## src/rtl/fft_seq_pkg.sv

```systemverilog
// rtl/fft_seq_pkg.sv - shared constants, state encoding and bit-reverse helper for the FFT frame sequencer
package fft_seq_pkg;

  localparam int N = 16;
  localparam int W = 16;

  localparam logic [1:0] ST_FILL  = 2'd0;
  localparam logic [1:0] ST_LOAD  = 2'd1;
  localparam logic [1:0] ST_WAIT  = 2'd2;
  localparam logic [1:0] ST_DRAIN = 2'd3;

  // Reverses the four bits of a bin number (0->0, 1->8, 2->4, ...).
  function automatic logic [3:0] bitrev4(input logic [3:0] v);
    return {v[0], v[1], v[2], v[3]};
  endfunction

endpackage

```

## src/rtl/fft_seq_frame_buf.sv

```systemverilog
// rtl/fft_seq_frame_buf.sv - 16-entry write-indexed complex frame register file with parallel read-out
import fft_seq_pkg::*;

module fft_seq_frame_buf (
  input  logic             clock,
  input  logic             reset_n,
  input  logic             wr_en,
  input  logic [3:0]       wr_idx,
  input  logic [W-1:0]     wr_x,
  input  logic [W-1:0]     wr_y,
  output logic [N*W-1:0]   rd_x,
  output logic [N*W-1:0]   rd_y
);

  logic [N*W-1:0] buf_x_q, buf_x_d;
  logic [N*W-1:0] buf_y_q, buf_y_d;

  // Write the incoming sample into slot wr_idx; slot k occupies bits [16k+15:16k].
  always_comb begin
    buf_x_d = buf_x_q;
    buf_y_d = buf_y_q;
    if (wr_en) begin
      buf_x_d[{wr_idx, 4'h0} +: W] = wr_x;
      buf_y_d[{wr_idx, 4'h0} +: W] = wr_y;
    end
  end

  // Frame storage; cleared on reset so an aborted frame leaves nothing behind.
  always_ff @(posedge clock or negedge reset_n) begin
    if (!reset_n) begin
      buf_x_q <= '0;
      buf_y_q <= '0;
    end else begin
      buf_x_q <= buf_x_d;
      buf_y_q <= buf_y_d;
    end
  end

  assign rd_x = buf_x_q;
  assign rd_y = buf_y_q;

endmodule

```

## src/rtl/fft_frame_sequencer.sv

```systemverilog
// rtl/fft_frame_sequencer.sv - FILL/LOAD/WAIT/DRAIN sequencer around the 16-point CORDIC FFT core; FFT_BITREV_EN selects bit-reversed drain order
import fft_seq_pkg::*;

module fft_frame_sequencer #(
  parameter int CORE_LATENCY = 8
) (
  input  logic             clock,
  input  logic             reset_n,
  input  logic             s_valid,
  output logic             s_ready,
  input  logic [W-1:0]     s_x,
  input  logic [W-1:0]     s_y,
  output logic [N*W-1:0]   core_xin,
  output logic [N*W-1:0]   core_yin,
  input  logic [N*W-1:0]   core_xout,
  input  logic [N*W-1:0]   core_yout,
  output logic             m_valid,
  input  logic             m_ready,
  output logic [W-1:0]     m_x,
  output logic [W-1:0]     m_y,
  output logic [3:0]       m_index,
  output logic             m_last,
  output logic             busy,
  output logic [15:0]      frame_count
);

  localparam logic [7:0] LAT = 8'(CORE_LATENCY);

  logic [1:0]     state_q, state_d;
  logic [3:0]     fill_cnt_q, fill_cnt_d;
  logic [3:0]     drain_cnt_q, drain_cnt_d;
  logic [7:0]     wait_cnt_q, wait_cnt_d;
  logic [N*W-1:0] xin_q, xin_d;
  logic [N*W-1:0] yin_q, yin_d;
  logic [N*W-1:0] res_x_q, res_x_d;
  logic [N*W-1:0] res_y_q, res_y_d;
  logic [15:0]    frame_count_q, frame_count_d;

  logic           buf_wr;
  logic [N*W-1:0] buf_x;
  logic [N*W-1:0] buf_y;
  logic [3:0]     out_idx;

  fft_seq_frame_buf u_frame_buf (
    .clock   (clock),
    .reset_n (reset_n),
    .wr_en   (buf_wr),
    .wr_idx  (fill_cnt_q),
    .wr_x    (s_x),
    .wr_y    (s_y),
    .rd_x    (buf_x),
    .rd_y    (buf_y)
  );

  // Next-state logic: fill the frame, hand it to the core, wait its latency, then stream the bins.
  always_comb begin
    state_d       = state_q;
    fill_cnt_d    = fill_cnt_q;
    drain_cnt_d   = drain_cnt_q;
    wait_cnt_d    = wait_cnt_q;
    xin_d         = xin_q;
    yin_d         = yin_q;
    res_x_d       = res_x_q;
    res_y_d       = res_y_q;
    frame_count_d = frame_count_q;
    buf_wr        = 1'b0;
    case (state_q)
      ST_FILL: begin
        if (s_valid) begin
          buf_wr     = 1'b1;
          fill_cnt_d = fill_cnt_q + 4'd1;
          if (fill_cnt_q == 4'd15) begin
            state_d = ST_LOAD;
          end
        end
      end
      ST_LOAD: begin
        xin_d      = buf_x;
        yin_d      = buf_y;
        wait_cnt_d = LAT;
        state_d    = ST_WAIT;
      end
      ST_WAIT: begin
        // Capture happens on the cycle the counter is already at zero, which
        // gives the core one full cycle of margin beyond its stated latency.
        if (wait_cnt_q == 8'd0) begin
          res_x_d = core_xout;
          res_y_d = core_yout;
          state_d = ST_DRAIN;
        end else begin
          wait_cnt_d = wait_cnt_q - 8'd1;
        end
      end
      ST_DRAIN: begin
        if (m_ready) begin
          drain_cnt_d = drain_cnt_q + 4'd1;
          if (drain_cnt_q == 4'd15) begin
            drain_cnt_d   = 4'd0;
            frame_count_d = frame_count_q + 16'd1;
            state_d       = ST_FILL;
          end
        end
      end
      default: begin
        state_d = ST_FILL;
      end
    endcase
  end

  // State, counters, core input hold registers and captured results.
  always_ff @(posedge clock or negedge reset_n) begin
    if (!reset_n) begin
      state_q       <= ST_FILL;
      fill_cnt_q    <= 4'd0;
      drain_cnt_q   <= 4'd0;
      wait_cnt_q    <= 8'd0;
      xin_q         <= '0;
      yin_q         <= '0;
      res_x_q       <= '0;
      res_y_q       <= '0;
      frame_count_q <= 16'd0;
    end else begin
      state_q       <= state_d;
      fill_cnt_q    <= fill_cnt_d;
      drain_cnt_q   <= drain_cnt_d;
      wait_cnt_q    <= wait_cnt_d;
      xin_q         <= xin_d;
      yin_q         <= yin_d;
      res_x_q       <= res_x_d;
      res_y_q       <= res_y_d;
      frame_count_q <= frame_count_d;
    end
  end

`ifdef FFT_BITREV_EN
  assign out_idx = bitrev4(drain_cnt_q);
`else
  assign out_idx = drain_cnt_q;
`endif

  assign s_ready     = (state_q == ST_FILL);
  assign m_valid     = (state_q == ST_DRAIN);
  assign m_x         = res_x_q[{out_idx, 4'h0} +: W];
  assign m_y         = res_y_q[{out_idx, 4'h0} +: W];
  assign m_index     = out_idx;
  assign m_last      = (state_q == ST_DRAIN) && (drain_cnt_q == 4'd15);
  assign busy        = (state_q != ST_FILL) || (fill_cnt_q != 4'd0);
  assign frame_count = frame_count_q;
  assign core_xin    = xin_q;
  assign core_yin    = yin_q;

endmodule
```

## config.mk

```make
export PLATFORM = sky130hd
export DESIGN_NAME = fft_frame_sequencer
export DESIGN_NICKNAME = d
export VERILOG_FILES = /design/src/rtl/fft_seq_pkg.sv /design/src/rtl/fft_seq_frame_buf.sv /design/src/rtl/fft_frame_sequencer.sv
export SDC_FILE = /design/constraint.sdc
export NUM_CORES = 2
export LEC_CHECK = 0
export ABC_AREA = 1
export CORE_AREA = 2 2 432 434
export CTS_CLUSTER_SIZE = 14
export DETAILED_ROUTE_END_ITERATION = 10
export DIE_AREA = 0 0 434 436
export PLACE_DENSITY = 0.58
export SETUP_SLACK_MARGIN = 0.15
export SYNTH_ARGS = -nofsm -noshare
export SYNTH_HDL_FRONTEND = slang
export SYNTH_SLANG_ARGS = --single-unit
export TNS_END_PERCENT = 30
```

## constraint.sdc

```tcl
create_clock -name clock -period 2.3 [get_ports clock]
set_input_delay 0.69 -clock clock [delete_from_list [all_inputs] [get_ports clock]]
set_output_delay 0.69 -clock clock [all_outputs]
set_load 0.01 [all_outputs]
```

---- After elaboration in Yosys (flattened, before gate mapping) ----
Index checks and enable logic that the tools add are counted.
storage, ports and cells
  register bits after elaboration ......... 1,570
  output and inout port bits .............. 568
  word-level logic and storage cells ...... 58
operators by class
  add/subtract/negate cells ............... 5
  equality and inequality tests ........... 11
  shift-type cells ........................ 5
  muxes and demuxes ....................... 13
  reduce and logical (&&, ||, !) cells .... 13
operators by type and width
  cell                                                     number
  bitwise mux 256 bit                                      2
  indexed part select 16 x 10 -> 256 bit                   2
  indexed part select 256 x 9 -> 16 bit                    2
  variable shift 16 x 10 -> 256 bit, first input constant  1
  adder 16 x 1 -> 16 bit, second input constant            1
  one-hot mux 8 bit (2 select lines)                       1
  two-way mux 2 bit                                        5
  negation 8 -> 10 bit                                     1
  adder 4 x 1 -> 4 bit, second input constant              2
  == test 4 bit, second input constant                     2
  zero test 8 bit                                          1
  two-way mux 8 bit                                        1
  one-hot mux 2 bit (4 select lines)                       1
  AND reduction 2 bit                                      4
  subtractor 8 x 1 -> 8 bit, second input constant         1
  != test 2 x 1 -> 1 bit, second input constant            3
  != test 2 bit, second input constant                     3
  AND reduction 5 bit                                      1
  == test 2 bit, second input constant                     2
  two-way mux 4 bit                                        1
  nonzero test 2 bit                                       2
  nonzero test 4 bit                                       1
  AND reduction 3 bit                                      1
  == test 2 x 1 -> 1 bit, second input constant            1
  other kinds (4)                                          5

---- Depth between registers and ports, before layout ----
  depth after elaboration ................. 4
  gate-level depth with buffers ........... 13
  depth with buffers taken out ............ 11

---- Cells and area by module ----
Synthesis repeated with hierarchy kept, for this count alone.
second synthesis, totals
  cell total of the unflattened synthesis .. 8,225
  area, all modules ....................... 66,697.7 sq um
modules (own cells, without submodules)
  module               instances  cells each  area each (sq um)  sequential area each (sq um)
  fft_frame_sequencer  1          5,795       45,916.5           26,475.4
  fft_seq_frame_buf    1          2,430       20,781.2           12,812.3

---- Least setup slack after synthesis ----
No wires, ideal clock.
  path type ............................... register -> output
  from .................................... register drain_cnt_q[0], in the netlist m_index[0]
  to ...................................... output port m_x[2]
  arrival ................................. 1,774 ps
  slack ................................... -164 ps
  cell stages (with the launch flop) ...... 14
  cell sequence ........................... dfrtp_1 > clkbuf_1 > inv_1 > buf_2 > buf_2 > buf_1 > nand2_1 > o21ai_0 > nand2_1 > nand2_1 > nand2_1 > nand2_1 > inv_1 > nand2_1
on the way
  cells in the longest elaborated chain, start to end .. 1
ends and longest elaborated chain
  what                                   RTL line                    source
  start: declaration                     fft_frame_sequencer.sv:31   logic [3:0] drain_cnt_q, drain_cnt_d;
  start signal: assignment               fft_frame_sequencer.sv:125  drain_cnt_q <= drain_cnt_d;
  indexed part select 256 x 9 -> 16 bit  fft_frame_sequencer.sv:143  assign m_x = res_x_q[{out_idx, 4'h0} +: W];
  end: declaration                       fft_frame_sequencer.sv:19   output logic [W-1:0] m_x,
Every way passes these cells.

---- Worst setup path after layout ----
  from .................................... register drain_cnt_q[0], in the netlist m_index[0]
  to ...................................... output port m_x[3]
Same word-level chain as after synthesis.

==> results.sh <==
export IMPL_post_place_ws_ns=-0.822
export IMPL_final_nets=9970
export IMPL_slowest_delay_ns=0.50
export IMPL_netlist_top_cells_area="dfrtp_1 (60%), nand2_1 (18%), o21ai_0 (7.9%), inv_1 (4.3%), nor2_1 (3.1%)"
export IMPL_grt_pass1_vias=58200
export IMPL_die_area_um2=189000
export IMPL_ant_nets=0
export IMPL_cpMostUsedCell="buf_12"
export IMPL_overflow=0
export IMPL_post_route_period_util_pct=150
export IMPL_status="finished, violations left"
export IMPL_synth_edff_count=0
export IMPL_crit_slowest_cell="dfrtp_4"
export IMPL_min_path_type="primary input to register"
export IMPL_die_height_um=436
export IMPL_finalHoldViolCount=0
export IMPL_slew_viol_final=0
export IMPL_n_fill_cell=17700
export IMPL_drt_iter0_markers=4938
export IMPL_grt_max_degree=114
export IMPL_synth_common_cells="nand2_1 (3109), dfrtp_1 (1570), o21ai_0 (1040)"
export IMPL_critical_path_class="register to output pin"
export IMPL_p_leak_uw=0.0500
export IMPL_ys_warn_count=0
export IMPL_max_clock_freq_mhz=290
export IMPL_worst_pin_slew_ns=0.582
export IMPL_synth_seq_area_share_pct=59.9
export IMPL_yosysTopAreaCell="dfrtp_1"
export IMPL_ir_drop_v=0.000800
export IMPL_placed_cell_area_um2=82700
export IMPL_syn_nets=8553
export IMPL_arrival_ns=2.76
export IMPL_ctsHtreeMaxLevel=4
export IMPL_totalWireLength_mm=282
export IMPL_critPathMaxFanout=6
export IMPL_clk_latency_ns=0.84
export IMPL_cap_violations=0
export IMPL_path_clk_slew_ns=0.07
export IMPL_drt_wirelength_per_cell_um=23.4
export IMPL_finalPower_uw=130000
export IMPL_worstPathCellList="buf_12, buf_16, buf_12, buf_12, clkbuf_16, nor2_1, nor2_1, o21ai_0, nand3_1, nand3_2, nand2_2, buf_6"
export IMPL_rsz0062_at_grt="yes"
export IMPL_synth_seq_cells=1570
export IMPL_dr_pass1_iters=6
export IMPL_dp_cells=11500
export IMPL_cp_end_kind="output pin"
export IMPL_synth_cell_area_um2=65600
export IMPL_synth_cell_types=25
export IMPL_final_cells=12000
export IMPL_drive_above_1_share_pct=17.0
export IMPL_final_cell_area_um2=91500
export IMPL_die_x_um=434
export IMPL_fin_skew_ns=0.0447
export IMPL_avgSynthCellArea_um2=8.20
export IMPL_cts_made_buffers=172
export IMPL_drc=0
export IMPL_syn_instance_count=7993
export IMPL_vias_per_cell=4.91
export IMPL_synth_top_cell_area_share_pct=59.9
export IMPL_fin_ws_ns=-1.15
export IMPL_yosysMostFrequentCell="nand2_1"
export IMPL_syn_to_final_growth_pct=39.5
export IMPL_slew_limit_headroom_pct=60.9
export IMPL_finalSetupViolCount=39
export IMPL_root_buffer="clkbuf_16"
export IMPL_io_buffers=1115
export IMPL_num_vias=59100
export IMPL_initial_core_util_pct=35.5
export IMPL_clkSinkCount=1570
export IMPL_setup_tns_ns=-35.87
export IMPL_grt_pass1_wl_mm=405
export IMPL_start_kind="register"
export IMPL_ys_flop_type="dfrtp_1"
export IMPL_gp_congestion=0.974
export IMPL_clockBufferDepth=3
export IMPL_antenna_found_initial=31
export IMPL_dp_hpwl_mm=211
export IMPL_violations="setup timing"
export IMPL_cts_tree="built"
export IMPL_ioPinCount=1116
export IMPL_critPathRequiredTime_ns=1.61
export IMPL_post_route_min_period_ns=3.45
export IMPL_rows=158
export IMPL_grt_use_total_pct=29.3
export IMPL_core_area_um2=185000
export IMPL_power_density_nw_per_um2=1420
export IMPL_synthArstFlopShare_pct=100
-- layer usage --
layer,up-vias,routed length [um],global-route usage (%)
li1,27600,-,-
met1,28800,110000,35.7
met2,2163,133000,47.7
met3,575,16500,4.96
met4,4,21800,19.3
met5,-,21,0
-- metrics by stage --
| stage | util (%) | hold WS (ns) |
|---|---|---|
| detailed placement | 44.8 | 0.457 |
| global placement | 44.8 | 0.454 |
| CTS | 49.0 | 0.323 |
| finish | 49.6 | 0.389 |
| global route | 49.6 | 0.373 |
| floorplan | - | 0.394 |
-- cell type report --
type / count / area (um^2) / area share, %
Clock buffer: 243 / 5000 / 5.47
Tap cell: 2480 / 3100 / 3.39
Sequential cell: 1570 / 39400 / 43.1
Timing Repair Buffer: 1718 / 17300 / 18.9
Multi-Input combinational cell: 5196 / 22800 / 24.9
Timing Repair inverter: 1 / 16.3 / 0.0178
Clock inverter: 66 / 1000 / 1.10
Inverter: 751 / 2860 / 3.12
Antenna cell: 18 / 45.0 / 0.0492
-- cells by family (layout without fill, tap and decap cells) --
family	after synthesis	in the layout	synth area share [%]
fa+ha+maj	12	12	0.229
xor+xnor	15	15	0.212
compound gates	1079	1079	8.24
flops	1570	1570	59.9
other cells	0	18	0
simple gates	4090	4090	24.3
buf+inv	1227	2779	7.11
-- what timing repair did --
| item | CTS | global route |
|---|---|---|
| endpoints found under the setup margin | 924 | 1180 |
| hold buffers | 1 | 0 |
| pin swaps | 50 | 110 |
| buffers inserted | 98 | 54 |
| resized for setup | 1646 | 689 |
| gates cloned | 16 | 9 |
| hold endpoints to repair | 11 | 0 |
-- registers in the layout, indices dropped and copies added, names as in the netlist --
name / count
res_x_q: 256
state_q: 2
fill_cnt_q: 4
core_xin: 256
res_y_q: 256
frame_count: 16
u_frame_buf.rd_y: 256
core_yin: 256
u_frame_buf.rd_x: 256
wait_cnt_q: 8
m_index: 4
-- final timing paths --
path / depth (start not counted) / end / slack (ns) / startpoint
min in group asynchronous: 2 / u_frame_buf.rd_x[210]$_DFFE_PN0P_ / 0.47 / reset_n
setup / recovery: 12 / m_x[3] / -1.15 / m_index[0]$_DFFE_PN0P_
hold reg to reg: 2 / core_yin[76]$_DFFE_PN0P_ / 0.46 / core_yin[76]$_DFFE_PN0P_
hold / removal: 3 / res_y_q[79]$_DFFE_PN0P_ / 0.39 / core_yout[79]
max in group asynchronous: 4 / core_yin[37]$_DFFE_PN0P_ / 0.92 / reset_n
setup reg to reg: 14 / frame_count[10]$_DFFE_PN0P_ / 0.11 / m_index[0]$_DFFE_PN0P_
-- layout by cell type, fill, tap and decap left out, types with 7 or more instances in the layout --
| cell | netlist | layout |
|---|---|---|
| a21oi_1 | 32 | 32 |
| buf_12 | 0 | 113 |
| buf_16 | 0 | 21 |
| buf_2 | 35 | 108 |
| buf_4 | 0 | 423 |
| buf_6 | 0 | 194 |
| buf_8 | 0 | 10 |
| bufinv_16 | 0 | 17 |
| clkbuf_1 | 390 | 31 |
| clkbuf_16 | 0 | 184 |
| clkbuf_2 | 9 | 136 |
| clkbuf_8 | 0 | 37 |
| clkdlybuf4s50_1 | 0 | 546 |
| clkinv_2 | 0 | 24 |
| dfrtp_1 | 1570 | 1492 |
| dfrtp_2 | 0 | 76 |
| diode_2 | 0 | 18 |
| dlymetal6s2s_1 | 0 | 153 |
| inv_1 | 744 | 716 |
| inv_2 | 4 | 24 |
| nand2_1 | 3109 | 3046 |
| nand2_2 | 0 | 36 |
| nand2_4 | 0 | 27 |
| nand3_1 | 352 | 311 |
| nand3_2 | 0 | 34 |
| nand3_4 | 0 | 7 |
| nand4_1 | 13 | 13 |
| nor2_1 | 543 | 451 |
| nor2_2 | 3 | 45 |
| nor2_4 | 0 | 50 |
| nor3_1 | 68 | 66 |
| o21ai_0 | 1040 | 932 |
| o21ai_1 | 5 | 106 |
| xor2_1 | 7 | 7 |
-- critical path, delay by kind of cell (launching register included) --
family,cells,cell delay [ns]
buffers and inverters,6,0.89
AOI/OAI and AO/OA,1,0.07
DFF,1,0.50
and+or+nand+nor,5,0.44
-- power breakdown --
group	leakage, uW	internal [uW]	switching, uW	total [uW]
clock network	0.00294	17200	12100	29300
registers	0.0200	38700	8560	47300
logic	0.0270	21800	31400	53200
Note: power is estimated with default switching activity, not from simulation.
